===== config.mk =====
export PLATFORM = sky130hd
export DESIGN_NAME = vending_machine_param_flat
export DESIGN_NICKNAME = d
export VERILOG_FILES = /design/src/rtl/vending_machine_param_if.sv /design/src/rtl/vending_machine_param.sv /design/src/flat_wrapper.sv
export SDC_FILE = /design/constraint.sdc
export NUM_CORES = 1
export LEC_CHECK = 0
export BUFFER_PORTS_ARGS = -buffer_cell sky130_fd_sc_hd__buf_2
export CORE_MARGIN = 4
export CORE_UTILIZATION = 45
export CTS_CLUSTER_SIZE = 14
export DETAILED_ROUTE_END_ITERATION = 10
export PLACE_DENSITY = 0.68
export SLEW_MARGIN = 30
export SYNTH_ARGS = -nofsm -noshare
export SYNTH_HDL_FRONTEND = slang
export SYNTH_SLANG_ARGS = --single-unit
export TNS_END_PERCENT = 1

===== constraint.sdc =====
create_clock -name clk -period 2.6 [get_ports clk]
set_clock_uncertainty 0.15 [all_clocks]
set_input_delay 0.52 -clock clk [delete_from_list [all_inputs] [get_ports clk]]
set_output_delay 0.52 -clock clk [all_outputs]
set_load 0.1 [all_outputs]

===== src/rtl/vending_machine_param_if.sv =====
// Bundle of the vending controller's front-end and back-end signals.
//   master : coin validator / dispenser / hopper side (drives coin, cancel,
//            dispense_ack, change_ready; observes everything else)
//   slave  : the vending controller itself
// Coin codes: 3'b001=1, 3'b010=2, 3'b101=5, 3'b000=none, other=invalid.
interface vending_machine_param_if #(
  parameter int CREDIT_W = 5,
  parameter int COUNT_W  = 8
);
  logic [2:0]          coin;
  logic                cancel;
  logic                dispense_ack;
  logic                change_ready;
  logic                coin_accept;
  logic                coin_reject;
  logic [CREDIT_W-1:0] credit;
  logic                dispense;
  logic                change_valid;
  logic [2:0]          change_coin;
  logic                busy;
  logic [COUNT_W-1:0]  vend_count;

  modport master (
    output coin, cancel, dispense_ack, change_ready,
    input  coin_accept, coin_reject, credit, dispense, change_valid,
           change_coin, busy, vend_count
  );

  modport slave (
    input  coin, cancel, dispense_ack, change_ready,
    output coin_accept, coin_reject, credit, dispense, change_valid,
           change_coin, busy, vend_count
  );
endinterface


===== src/rtl/vending_machine_param.sv =====
// Parametrised coin vending controller with binary credit, cancel/refund,
// dispense handshake and serial greedy (5/2/1) change return.
// Ports:
//   clk          rising-edge clock
//   reset_n      asynchronous active-low reset
//   bus (slave)  coin/cancel/dispense_ack/change_ready in;
//                coin_accept/coin_reject pulses, credit, dispense,
//                change_valid/change_coin, busy, vend_count out
// All outputs are registered: a sampled input shows its effect one cycle later.
// PRICE must lie in 1..MAX_CREDIT and MAX_CREDIT < 2**CREDIT_W.
//
// state   | meaning
// --------+-----------------------------------------------------------
// COLLECT | accepting coins; cancel with credit refunds via CHANGE
// VEND    | dispense held high until dispense_ack
// CHANGE  | presenting one change coin per change_ready handshake
module vending_machine_param #(
  parameter int PRICE      = 7,
  parameter int MAX_CREDIT = 15,
  parameter int CREDIT_W   = 5,
  parameter int COUNT_W    = 8
) (
  input logic                    clk,
  input logic                    reset_n,
  vending_machine_param_if.slave bus
);

  typedef enum logic [1:0] {COLLECT, VEND, CHANGE} state_t;

  // Credit arithmetic is one bit wider so coin sums can't wrap before the
  // MAX_CREDIT compare.
  localparam logic [CREDIT_W:0] PRICE_X = (CREDIT_W+1)'(PRICE);
  localparam logic [CREDIT_W:0] MAX_X   = (CREDIT_W+1)'(MAX_CREDIT);
  localparam logic [CREDIT_W:0] ONE_X   = (CREDIT_W+1)'(1);
  localparam logic [CREDIT_W:0] TWO_X   = (CREDIT_W+1)'(2);
  localparam logic [CREDIT_W:0] FIVE_X  = (CREDIT_W+1)'(5);

  function automatic logic [CREDIT_W:0] coin_value(input logic [2:0] code);
    logic [CREDIT_W:0] v;
    case (code)
      3'b001:  v = ONE_X;
      3'b010:  v = TWO_X;
      3'b101:  v = FIVE_X;
      default: v = '0;
    endcase
    return v;
  endfunction

  // Largest denomination not exceeding the amount still owed.
  function automatic logic [2:0] pick_coin(input logic [CREDIT_W:0] amt);
    logic [2:0] c;
    if (amt >= FIVE_X)     c = 3'b101;
    else if (amt >= TWO_X) c = 3'b010;
    else                   c = 3'b001;
    return c;
  endfunction

  state_t              state_q, state_d;
  logic [CREDIT_W-1:0] credit_q, credit_d;
  logic                dispense_q, dispense_d;
  logic                change_valid_q, change_valid_d;
  logic [2:0]          change_coin_q, change_coin_d;
  logic                coin_accept_q, coin_accept_d;
  logic                coin_reject_q, coin_reject_d;
  logic                busy_q, busy_d;
  logic [COUNT_W-1:0]  vend_count_q, vend_count_d;

  logic [CREDIT_W:0] coin_val;
  logic              coin_present;
  logic              coin_valid;
  logic [CREDIT_W:0] credit_x;
  logic [CREDIT_W:0] sum_x;
  logic [CREDIT_W:0] after_vend_x;
  logic [CREDIT_W:0] after_change_x;

  assign coin_val       = coin_value(bus.coin);
  assign coin_present   = (bus.coin != 3'b000);
  assign coin_valid     = (coin_val != '0);
  assign credit_x       = {1'b0, credit_q};
  assign sum_x          = credit_x + coin_val;
  assign after_vend_x   = credit_x - PRICE_X;
  assign after_change_x = credit_x - coin_value(change_coin_q);

  always_ff @(posedge clk or negedge reset_n) begin
    if (!reset_n) begin
      state_q        <= COLLECT;
      credit_q       <= '0;
      dispense_q     <= 1'b0;
      change_valid_q <= 1'b0;
      change_coin_q  <= 3'b000;
      coin_accept_q  <= 1'b0;
      coin_reject_q  <= 1'b0;
      busy_q         <= 1'b0;
      vend_count_q   <= '0;
    end else begin
      state_q        <= state_d;
      credit_q       <= credit_d;
      dispense_q     <= dispense_d;
      change_valid_q <= change_valid_d;
      change_coin_q  <= change_coin_d;
      coin_accept_q  <= coin_accept_d;
      coin_reject_q  <= coin_reject_d;
      busy_q         <= busy_d;
      vend_count_q   <= vend_count_d;
    end
  end

  always_comb begin
    state_d        = state_q;
    credit_d       = credit_q;
    dispense_d     = dispense_q;
    change_valid_d = change_valid_q;
    change_coin_d  = change_coin_q;
    coin_accept_d  = 1'b0;
    coin_reject_d  = 1'b0;
    vend_count_d   = vend_count_q;

    case (state_q)
      COLLECT: begin
        if (coin_present) begin
          // A coin arriving alongside cancel is handed back, not credited.
          if (coin_valid && !bus.cancel && (sum_x <= MAX_X)) begin
            coin_accept_d = 1'b1;
            credit_d      = sum_x[CREDIT_W-1:0];
            if (sum_x >= PRICE_X) begin
              state_d    = VEND;
              dispense_d = 1'b1;
            end
          end else begin
            coin_reject_d = 1'b1;
          end
        end
        if (bus.cancel && (credit_q != '0)) begin
          state_d        = CHANGE;
          change_valid_d = 1'b1;
          change_coin_d  = pick_coin(credit_x);
        end
      end

      VEND: begin
        coin_reject_d = coin_present;
        if (bus.dispense_ack) begin
          dispense_d   = 1'b0;
          credit_d     = after_vend_x[CREDIT_W-1:0];
          vend_count_d = vend_count_q + COUNT_W'(1);
          if (after_vend_x != '0) begin
            state_d        = CHANGE;
            change_valid_d = 1'b1;
            change_coin_d  = pick_coin(after_vend_x);
          end else begin
            state_d = COLLECT;
          end
        end
      end

      CHANGE: begin
        coin_reject_d = coin_present;
        if (bus.change_ready) begin
          credit_d = after_change_x[CREDIT_W-1:0];
          if (after_change_x != '0) begin
            change_coin_d = pick_coin(after_change_x);
          end else begin
            change_valid_d = 1'b0;
            change_coin_d  = 3'b000;
            state_d        = COLLECT;
          end
        end
      end

      default: begin
        state_d = COLLECT;
      end
    endcase

    busy_d = (state_d != COLLECT);
  end

  assign bus.credit       = credit_q;
  assign bus.dispense     = dispense_q;
  assign bus.change_valid = change_valid_q;
  assign bus.change_coin  = change_coin_q;
  assign bus.coin_accept  = coin_accept_q;
  assign bus.coin_reject  = coin_reject_q;
  assign bus.busy         = busy_q;
  assign bus.vend_count   = vend_count_q;

endmodule


===== src/flat_wrapper.sv =====
// flat-port wrapper written by rule: the top's interface ports become plain ports
module vending_machine_param_flat 
#(
  parameter int PRICE      = 7,
  parameter int MAX_CREDIT = 15,
  parameter int CREDIT_W   = 5,
  parameter int COUNT_W    = 8
)
  (clk, reset_n, bus_coin, bus_cancel, bus_dispense_ack, bus_change_ready, bus_coin_accept, bus_coin_reject, bus_credit, bus_dispense, bus_change_valid, bus_change_coin, bus_busy, bus_vend_count);
  vending_machine_param_if #(.CREDIT_W(CREDIT_W), .COUNT_W(COUNT_W)) bus_i ();
  input logic clk;
  input logic reset_n;
  input wire logic [$bits(bus_i.coin)-1:0] bus_coin;
  input wire logic [$bits(bus_i.cancel)-1:0] bus_cancel;
  input wire logic [$bits(bus_i.dispense_ack)-1:0] bus_dispense_ack;
  input wire logic [$bits(bus_i.change_ready)-1:0] bus_change_ready;
  output wire logic [$bits(bus_i.coin_accept)-1:0] bus_coin_accept;
  output wire logic [$bits(bus_i.coin_reject)-1:0] bus_coin_reject;
  output wire logic [$bits(bus_i.credit)-1:0] bus_credit;
  output wire logic [$bits(bus_i.dispense)-1:0] bus_dispense;
  output wire logic [$bits(bus_i.change_valid)-1:0] bus_change_valid;
  output wire logic [$bits(bus_i.change_coin)-1:0] bus_change_coin;
  output wire logic [$bits(bus_i.busy)-1:0] bus_busy;
  output wire logic [$bits(bus_i.vend_count)-1:0] bus_vend_count;
  assign bus_i.coin = bus_coin;
  assign bus_i.cancel = bus_cancel;
  assign bus_i.dispense_ack = bus_dispense_ack;
  assign bus_i.change_ready = bus_change_ready;
  assign bus_coin_accept = bus_i.coin_accept;
  assign bus_coin_reject = bus_i.coin_reject;
  assign bus_credit = bus_i.credit;
  assign bus_dispense = bus_i.dispense;
  assign bus_change_valid = bus_i.change_valid;
  assign bus_change_coin = bus_i.change_coin;
  assign bus_busy = bus_i.busy;
  assign bus_vend_count = bus_i.vend_count;
  vending_machine_param #(.PRICE(PRICE), .MAX_CREDIT(MAX_CREDIT), .CREDIT_W(CREDIT_W), .COUNT_W(COUNT_W)) u_core (.clk(clk), .reset_n(reset_n), .bus(bus_i));
endmodule

# Yosys cells after proc, flatten, opt, wreduce, memory -nomap -nowiden
# Index checks and enable logic that the tools add are counted.
[classes] n_addsub=4 mul=0 div=0 n_lt_le_gt_ge=8 eq_ne=16 shift=0 mux=45 bitwise=0 reduce_logical=19
[op_table] op="one-hot mux 3 bit (3 select lines)" count=3
[op_table] op="2-to-1 mux 3 bit" count=8
[op_table] op="2-to-1 mux 2 bit" count=11
[op_table] op="2-to-1 mux 5 bit" count=4
[op_table] op="greater-or-equal comparator 6 x 3 -> 1 bit (second input constant)" count=3
[op_table] op="nonzero test 6 bit" count=3
[op_table] op="one-hot mux 5 bit (3 select lines)" count=1
[op_table] op="AND reduction 5 bit" count=3
[op_table] op="2-to-1 mux 1 bit" count=14
[op_table] op="greater-or-equal comparator 6 x 2 -> 1 bit (second input constant)" count=2
[op_table] op="inequality test 2 x 1 -> 1 bit (second input constant)" count=5
[op_table] op="adder 8 x 1 -> 8 bit (second input constant)" count=1
[op_table] op="adder 5 x 3 -> 6 bit" count=1
[op_table] op="equality test 3 x 1 -> 1 bit (second input constant)" count=2
[op_table] op="equality test 3 x 2 -> 1 bit (second input constant)" count=2
[op_table] op="equality test 3 bit (second input constant)" count=2
[op_table] op="<= comparator 6 x 4 -> 1 bit (second input constant)" count=1
[op_table] op="inequality test 2 bit (second input constant)" count=3
[op_table] op="one-hot mux 2 bit (3 select lines)" count=1
[op_table] op="AND reduction 6 bit" count=1
[op_table] op="nonzero test 3 bit" count=2
[op_table] op="subtractor 5 x 3 -> 6 bit" count=1
[op_table] op="subtractor 5 x 3 -> 6 bit (second input constant)" count=1
[op_table] op="greater-or-equal comparator 5 x 2 -> 1 bit (second input constant)" count=1
[op_table] op="other kinds (12)" count=16
[totals] ff_bits=23 latchBits=0 ramBits=0 mem_bits_ro=0 input_bits=8 output_inout_bits=21 elab_cells=101 n_memories=0

# Depth between registers and ports, before layout
[depth] word_depth=10 mapped_depth=11

# Least setup slack after synthesis
# OpenSTA, ideal clock, no wires.
[synth_path] path_kind="flip-flop to flip-flop" from="reg u_core.credit_q[1] (netlist: u_core.bus.credit[1])" to="reg u_core.busy_q (netlist: u_core.bus.busy)" setup_time_ns=0.126 arrival_time_ns=3.128 t_required_ns=2.324 slack_ns=-0.805 stages_incl_launch_ff=10 path_cell_list="dfrtp_1 > clkbuf_1 > inv_1 > fa_1 > xor2_1 > nor3b_2 > nand2_1 > a311oi_2 > o311ai_2 > a311o_1"
[synth_between] elab_chain_len=8
[synth_lines] item="start, declared" line_no="vending_machine_param.sv:59" rtl="logic [CREDIT_W-1:0] credit_q, credit_d;"
[synth_lines] item="start signal, assigned" line_no="vending_machine_param.sv:97" rtl="credit_q <= credit_d;"
[synth_lines] item="adder 5 x 3 -> 6 bit" line_no="vending_machine_param.sv:80" rtl="assign sum_x = credit_x + coin_val;"
[synth_lines] item="greater-or-equal comparator 6 x 3 -> 1 bit or <= comparator 6 x 4 -> 1 bit (tied branches)" line_no="vending_machine_param.sv:125, vending_machine_param.sv:122"
[synth_lines] item="2-to-1 mux 2 bit or logical AND 1 bit (tied branches)" line_no="vending_machine_param.sv:125, vending_machine_param.sv:122"
[synth_lines] item="2-to-1 mux 2 bit" line_no="vending_machine_param.sv:122" rtl="if (coin_valid && !bus.cancel && (sum_x <= MAX_X)) begin"
[synth_lines] item="2-to-1 mux 2 bit" line_no="vending_machine_param.sv:120" rtl="if (coin_present) begin"
[synth_lines] item="2-to-1 mux 2 bit" line_no="vending_machine_param.sv:133" rtl="if (bus.cancel && (credit_q != '0)) begin"
[synth_lines] item="one-hot mux 2 bit (3 select lines) (*)" line_no="vending_machine_param.sv:118" rtl="case (state_q)"
[synth_lines] item="via u_core.state_d[1]" line_no="vending_machine_param.sv:58" rtl="state_t state_q, state_d;"
[synth_lines] item="nonzero test 2 bit (*)" line_no="vending_machine_param.sv:175" rtl="busy_d = (state_d != COLLECT);"
[synth_lines] item="via u_core.busy_d" line_no="vending_machine_param.sv:65" rtl="logic busy_q, busy_d;"
[synth_lines] item="end signal, assigned" line_no="vending_machine_param.sv:103" rtl="busy_q <= busy_d;"
[synth_lines] item="end, declared" line_no="vending_machine_param.sv:65"
# The timed path passes the listed nets; every way through them passes the cells marked *.
# A chain may end at the register's enable or synchronous reset.

# Worst setup path in the final report
[layout_path] from="reg u_core.change_coin_q[0] (netlist: u_core.bus.change_coin[0])" to="reg u_core.busy_q (netlist: u_core.bus.busy)"
[layout_between] elab_chain_len=8
[layout_lines] item="start, declared" line_no="vending_machine_param.sv:62" rtl="logic [2:0] change_coin_q, change_coin_d;"
[layout_lines] item="start signal, assigned" line_no="vending_machine_param.sv:100" rtl="change_coin_q <= change_coin_d;"
[layout_lines] item="equality test 3 bit, or another cell as far along" line_no="vending_machine_param.sv:40" rtl="case (code)"
[layout_lines] item="one-hot mux 3 bit (3 select lines) (*)" line_no="vending_machine_param.sv:40"
[layout_lines] item="subtractor 5 x 3 -> 6 bit (*)" line_no="vending_machine_param.sv:82" rtl="assign after_change_x = credit_x - coin_value(change_coin_q);"
[layout_lines] item="nonzero test 6 bit (*)" line_no="vending_machine_param.sv:160" rtl="if (after_change_x != '0) begin"
[layout_lines] item="2-to-1 mux 2 bit (*)" line_no="vending_machine_param.sv:160"
[layout_lines] item="2-to-1 mux 2 bit (*)" line_no="vending_machine_param.sv:158" rtl="if (bus.change_ready) begin"
[layout_lines] item="one-hot mux 2 bit (3 select lines) (*)" line_no="vending_machine_param.sv:118"
[layout_lines] item="via u_core.state_d[1]" line_no="vending_machine_param.sv:58"
[layout_lines] item="nonzero test 2 bit (*)" line_no="vending_machine_param.sv:175"
[layout_lines] item="via u_core.busy_d" line_no="vending_machine_param.sv:65"
# Marked as above.

==> results.sh <==
export IMPL_status="complete, but fails checks"
export IMPL_violations="setup timing"
export IMPL_synth_xor_area_frac=0.05634
export IMPL_synth_cell_type_count=55
export IMPL_slew_violations=0
export IMPL_synth_compound_area_frac=0.2307
export IMPL_wl_per_cell_um=15.65
export IMPL_cts_buffers=3
export IMPL_die_h_um=72.39
export IMPL_first_pass_iters=4
export IMPL_area_growth_pct=27.63
export IMPL_ctsHoldBuffers=0
export IMPL_grt_pass1_wl_um=7935
export IMPL_cts_tree="done"
export IMPL_crit_required_ns=2.61
export IMPL_use_met2=0.3124
export IMPL_gp_congestion=0.9476
export IMPL_yosysTopAreaCellShare=0.3085
export IMPL_yosys_area_share_adder=0.1288
export IMPL_numClockSinks=23
export IMPL_clk_path_buf_depth=2
export IMPL_yosys_area_share_simple=0.1878
export IMPL_port_buffers=28
export IMPL_synthMuxAreaShare=0.02951
export IMPL_grt_overflow=0
export IMPL_critPathMaxStageDelay_ns=0.42
export IMPL_grt_use_met1=0.2634
export IMPL_synth_edf_count=0
export IMPL_grt_max_degree=24
export IMPL_crit_buf_inv=2
export IMPL_ys_ff_latch=23
export IMPL_initial_core_util=0.4664
export IMPL_synth_top_family_by_area="compound AO/OA/AOI/OAI gates"
export IMPL_final_cells=305
export IMPL_pre_cts_ws_ns=-0.4601
export IMPL_worstMarginPinSlew_ns=0.6000
export IMPL_ys_top_cells_by_area="dfrtp_1, ha_1, nand2_1"
export IMPL_drc_errors=0
export IMPL_num_vias=1699
export IMPL_ys_seq_area_frac=0.3085
export IMPL_rsz0062_at_grt="yes"
export IMPL_cp_arrival_ns=2.77
export IMPL_slew_headroom=0.6000
export IMPL_yosys_most_used_dff="dfrtp_1"
export IMPL_finalCritPeriodShare=1.064
export IMPL_synth_area_leader_cell="dfrtp_1"
export IMPL_io_pins=29
export IMPL_fin_ws_ns=-0.1674
export IMPL_first_global_vias=1667
export IMPL_fmax_ghz=0.3614
export IMPL_critical_path_top_delay_family="compound AO/OA/AOI/OAI gates"
export IMPL_finalWirelength_um=4772
export IMPL_start_kind="register"
export IMPL_grtUsageTotal=0.1895
export IMPL_drt_initial_drc_count=78
export IMPL_critPathCaptureType="register"
export IMPL_setup_viol=4
export IMPL_fp_dieArea_um2=5240
export IMPL_hp_class="input pin to asynchronous set/reset pin"
export IMPL_synth_most_common_cell="dfrtp_1"
export IMPL_top_usage_layer="met2"
export IMPL_layout_drive_gt1_share=0.3765
export IMPL_crit_start="u_core.bus.change_coin[0]$_DFFE_PN0P_"
export IMPL_cts_root_buffer="clkbuf_8"
export IMPL_avgViaCountPerCell=5.570
export IMPL_antenna_found_initial=0
export IMPL_crit_type="register to register"
export IMPL_rr_startpoint="u_core.bus.change_coin[0]$_DFFE_PN0P_"
export IMPL_synth_fp_nets=233
export IMPL_clk_latency_ns=0.27
export IMPL_hold_viol=0
export IMPL_syn_inst=207
export IMPL_async_flop_share=1.000
export IMPL_antenna_cells=0
export IMPL_critPathMaxFanout=5
export IMPL_place_inst=298
export IMPL_dp_hpwl_um=3596
export IMPL_path_clk_slew_ns=0.10
export IMPL_rows=23
export IMPL_max_cap_violations=0
export IMPL_netlist_area_um2=1866
export IMPL_yosysWarnings=0
export IMPL_core_um2=4000
export IMPL_finalCriticalPeriod_ns=2.767
export IMPL_synthTopCellsByCount="dfrtp_1, nand2_1, ha_1, inv_1, nor2_1"
export IMPL_met3_usage=0.01801
export IMPL_layout_nets=282
export IMPL_slowest_stage="dfrtp_4"
export IMPL_path_cells="inv_1, nor2_4, ha_4, inv_2, fa_2, a211oi_4, xnor2_2, nor3_4, a221o_1, o311ai_2, a311o_1"
export IMPL_avgSynthCellArea_um2=9.012
export IMPL_antenna_left=0
export IMPL_die_x_um=72.39
export IMPL_htreeDepth=1
==> cell families after synthesis <==
family | Yosys count
and+or+nand+nor | 65
buffers and inverters | 25
AOI/OAI and AO/OA | 59
xor gates and xnor gates | 12
DFF | 23
muxes | 5
adders and majority gates | 18
==> layer usage <==
| metal | routed length, µm | share of wire |
|---|---|---|
| met2 | 2184 | 0.46 |
| met4 | 80 | 0.017 |
| met5 | 0 | 0 |
| met3 | 289 | 0.061 |
| met1 | 2217 | 0.46 |
==> per-stage QoR <==
| stage | util | hold slack (ns) | setup TNS, ns | cell area, µm² |
|---|---|---|---|---|
| CTS | 0.5868 | 0.08972 | -0.3683 | 2347 |
| detailed placement | 0.5565 | 0.3078 | -3.810 | 2226 |
| floorplan | - | 0.07441 | -2.067 | 1926 |
| finish | 0.5952 | 0.07026 | -0.3264 | 2381 |
| global placement | 0.5565 | 0.3072 | -2.465 | 2226 |
| global route | 0.5952 | 0.1121 | -1.214 | 2381 |
==> cell usage in the layout (no fill, tap or decap), types with 3 or more instances in the layout <==
cell      instances
a211oi_1          3
a21oi_1          11
and3_1            5
buf_2            28
buf_4            22
clkbuf_8          3
dfrtp_1          18
dfrtp_4           3
ha_1             14
inv_1            13
inv_2             4
nand2_1          17
nand3_1           7
nor2_1           12
nor3_1            3
nor3_2            3
o21ai_0           6
o21ai_1           5
o31ai_1           5
xnor2_1           5
xor2_1            5
==> layout make-up <==
| class | instances | area (µm²) |
|---|---|---|
| Fill cell | 371 | 1619 |
| Multi-Input combinational cell | 159 | 1296 |
| Inverter | 18 | 70.07 |
| Sequential cell | 23 | 589.3 |
| Clock inverter | 1 | 5.005 |
| Tap cell | 50 | 62.56 |
| Clock buffer | 3 | 41.29 |
| Timing Repair Buffer | 51 | 316.6 |
==> state kept, by name, summed over array words and instances (netlist names) <==
register / flops
u_core.bus.busy: 1
u_core.bus.change_coin: 3
u_core.bus.coin_reject: 1
u_core.state_q: 2
u_core.bus.dispense: 1
u_core.bus.vend_count: 8
u_core.bus.change_valid: 1
u_core.bus.coin_accept: 1
u_core.bus.credit: 5
==> final timing paths <==
check                                                        endpoint  slack (ns)  depth (start not counted)
worst min register to register   u_core.bus.vend_count[7]$_DFFE_PN0P_        0.32                          1
max in group asynchronous       u_core.bus.change_coin[0]$_DFFE_PN0P_        1.82                          1
worst max register to register              u_core.bus.busy$_DFF_PN0_       -0.17                         11
worst max-delay path                        u_core.bus.busy$_DFF_PN0_       -0.17                         11
min in group clk                 u_core.bus.vend_count[7]$_DFFE_PN0P_        0.32                          1
worst min-delay path                 u_core.bus.credit[1]$_DFFE_PN0P_        0.07                          1
==> what timing repair did <==
item	in CTS	in global routing
gates resized for setup	12	7
pin swaps	11	5
setup endpoints to repair	12	13
buffers inserted	3	0
==> worst register-to-register path, cell delays in order, from the launching register on <==
cell	delay (ns)
dfrtp_4	0.42
inv_1	0.08
nor2_4	0.12
ha_4	0.15
inv_2	0.04
fa_2	0.40
a211oi_4	0.27
xnor2_2	0.13
nor3_4	0.24
a221o_1	0.21
o311ai_2	0.11
a311o_1	0.34
Power is left out: the tool's default activity adds up to more than one toggle a clock period on the data nets, which glitch-free logic cannot reach.
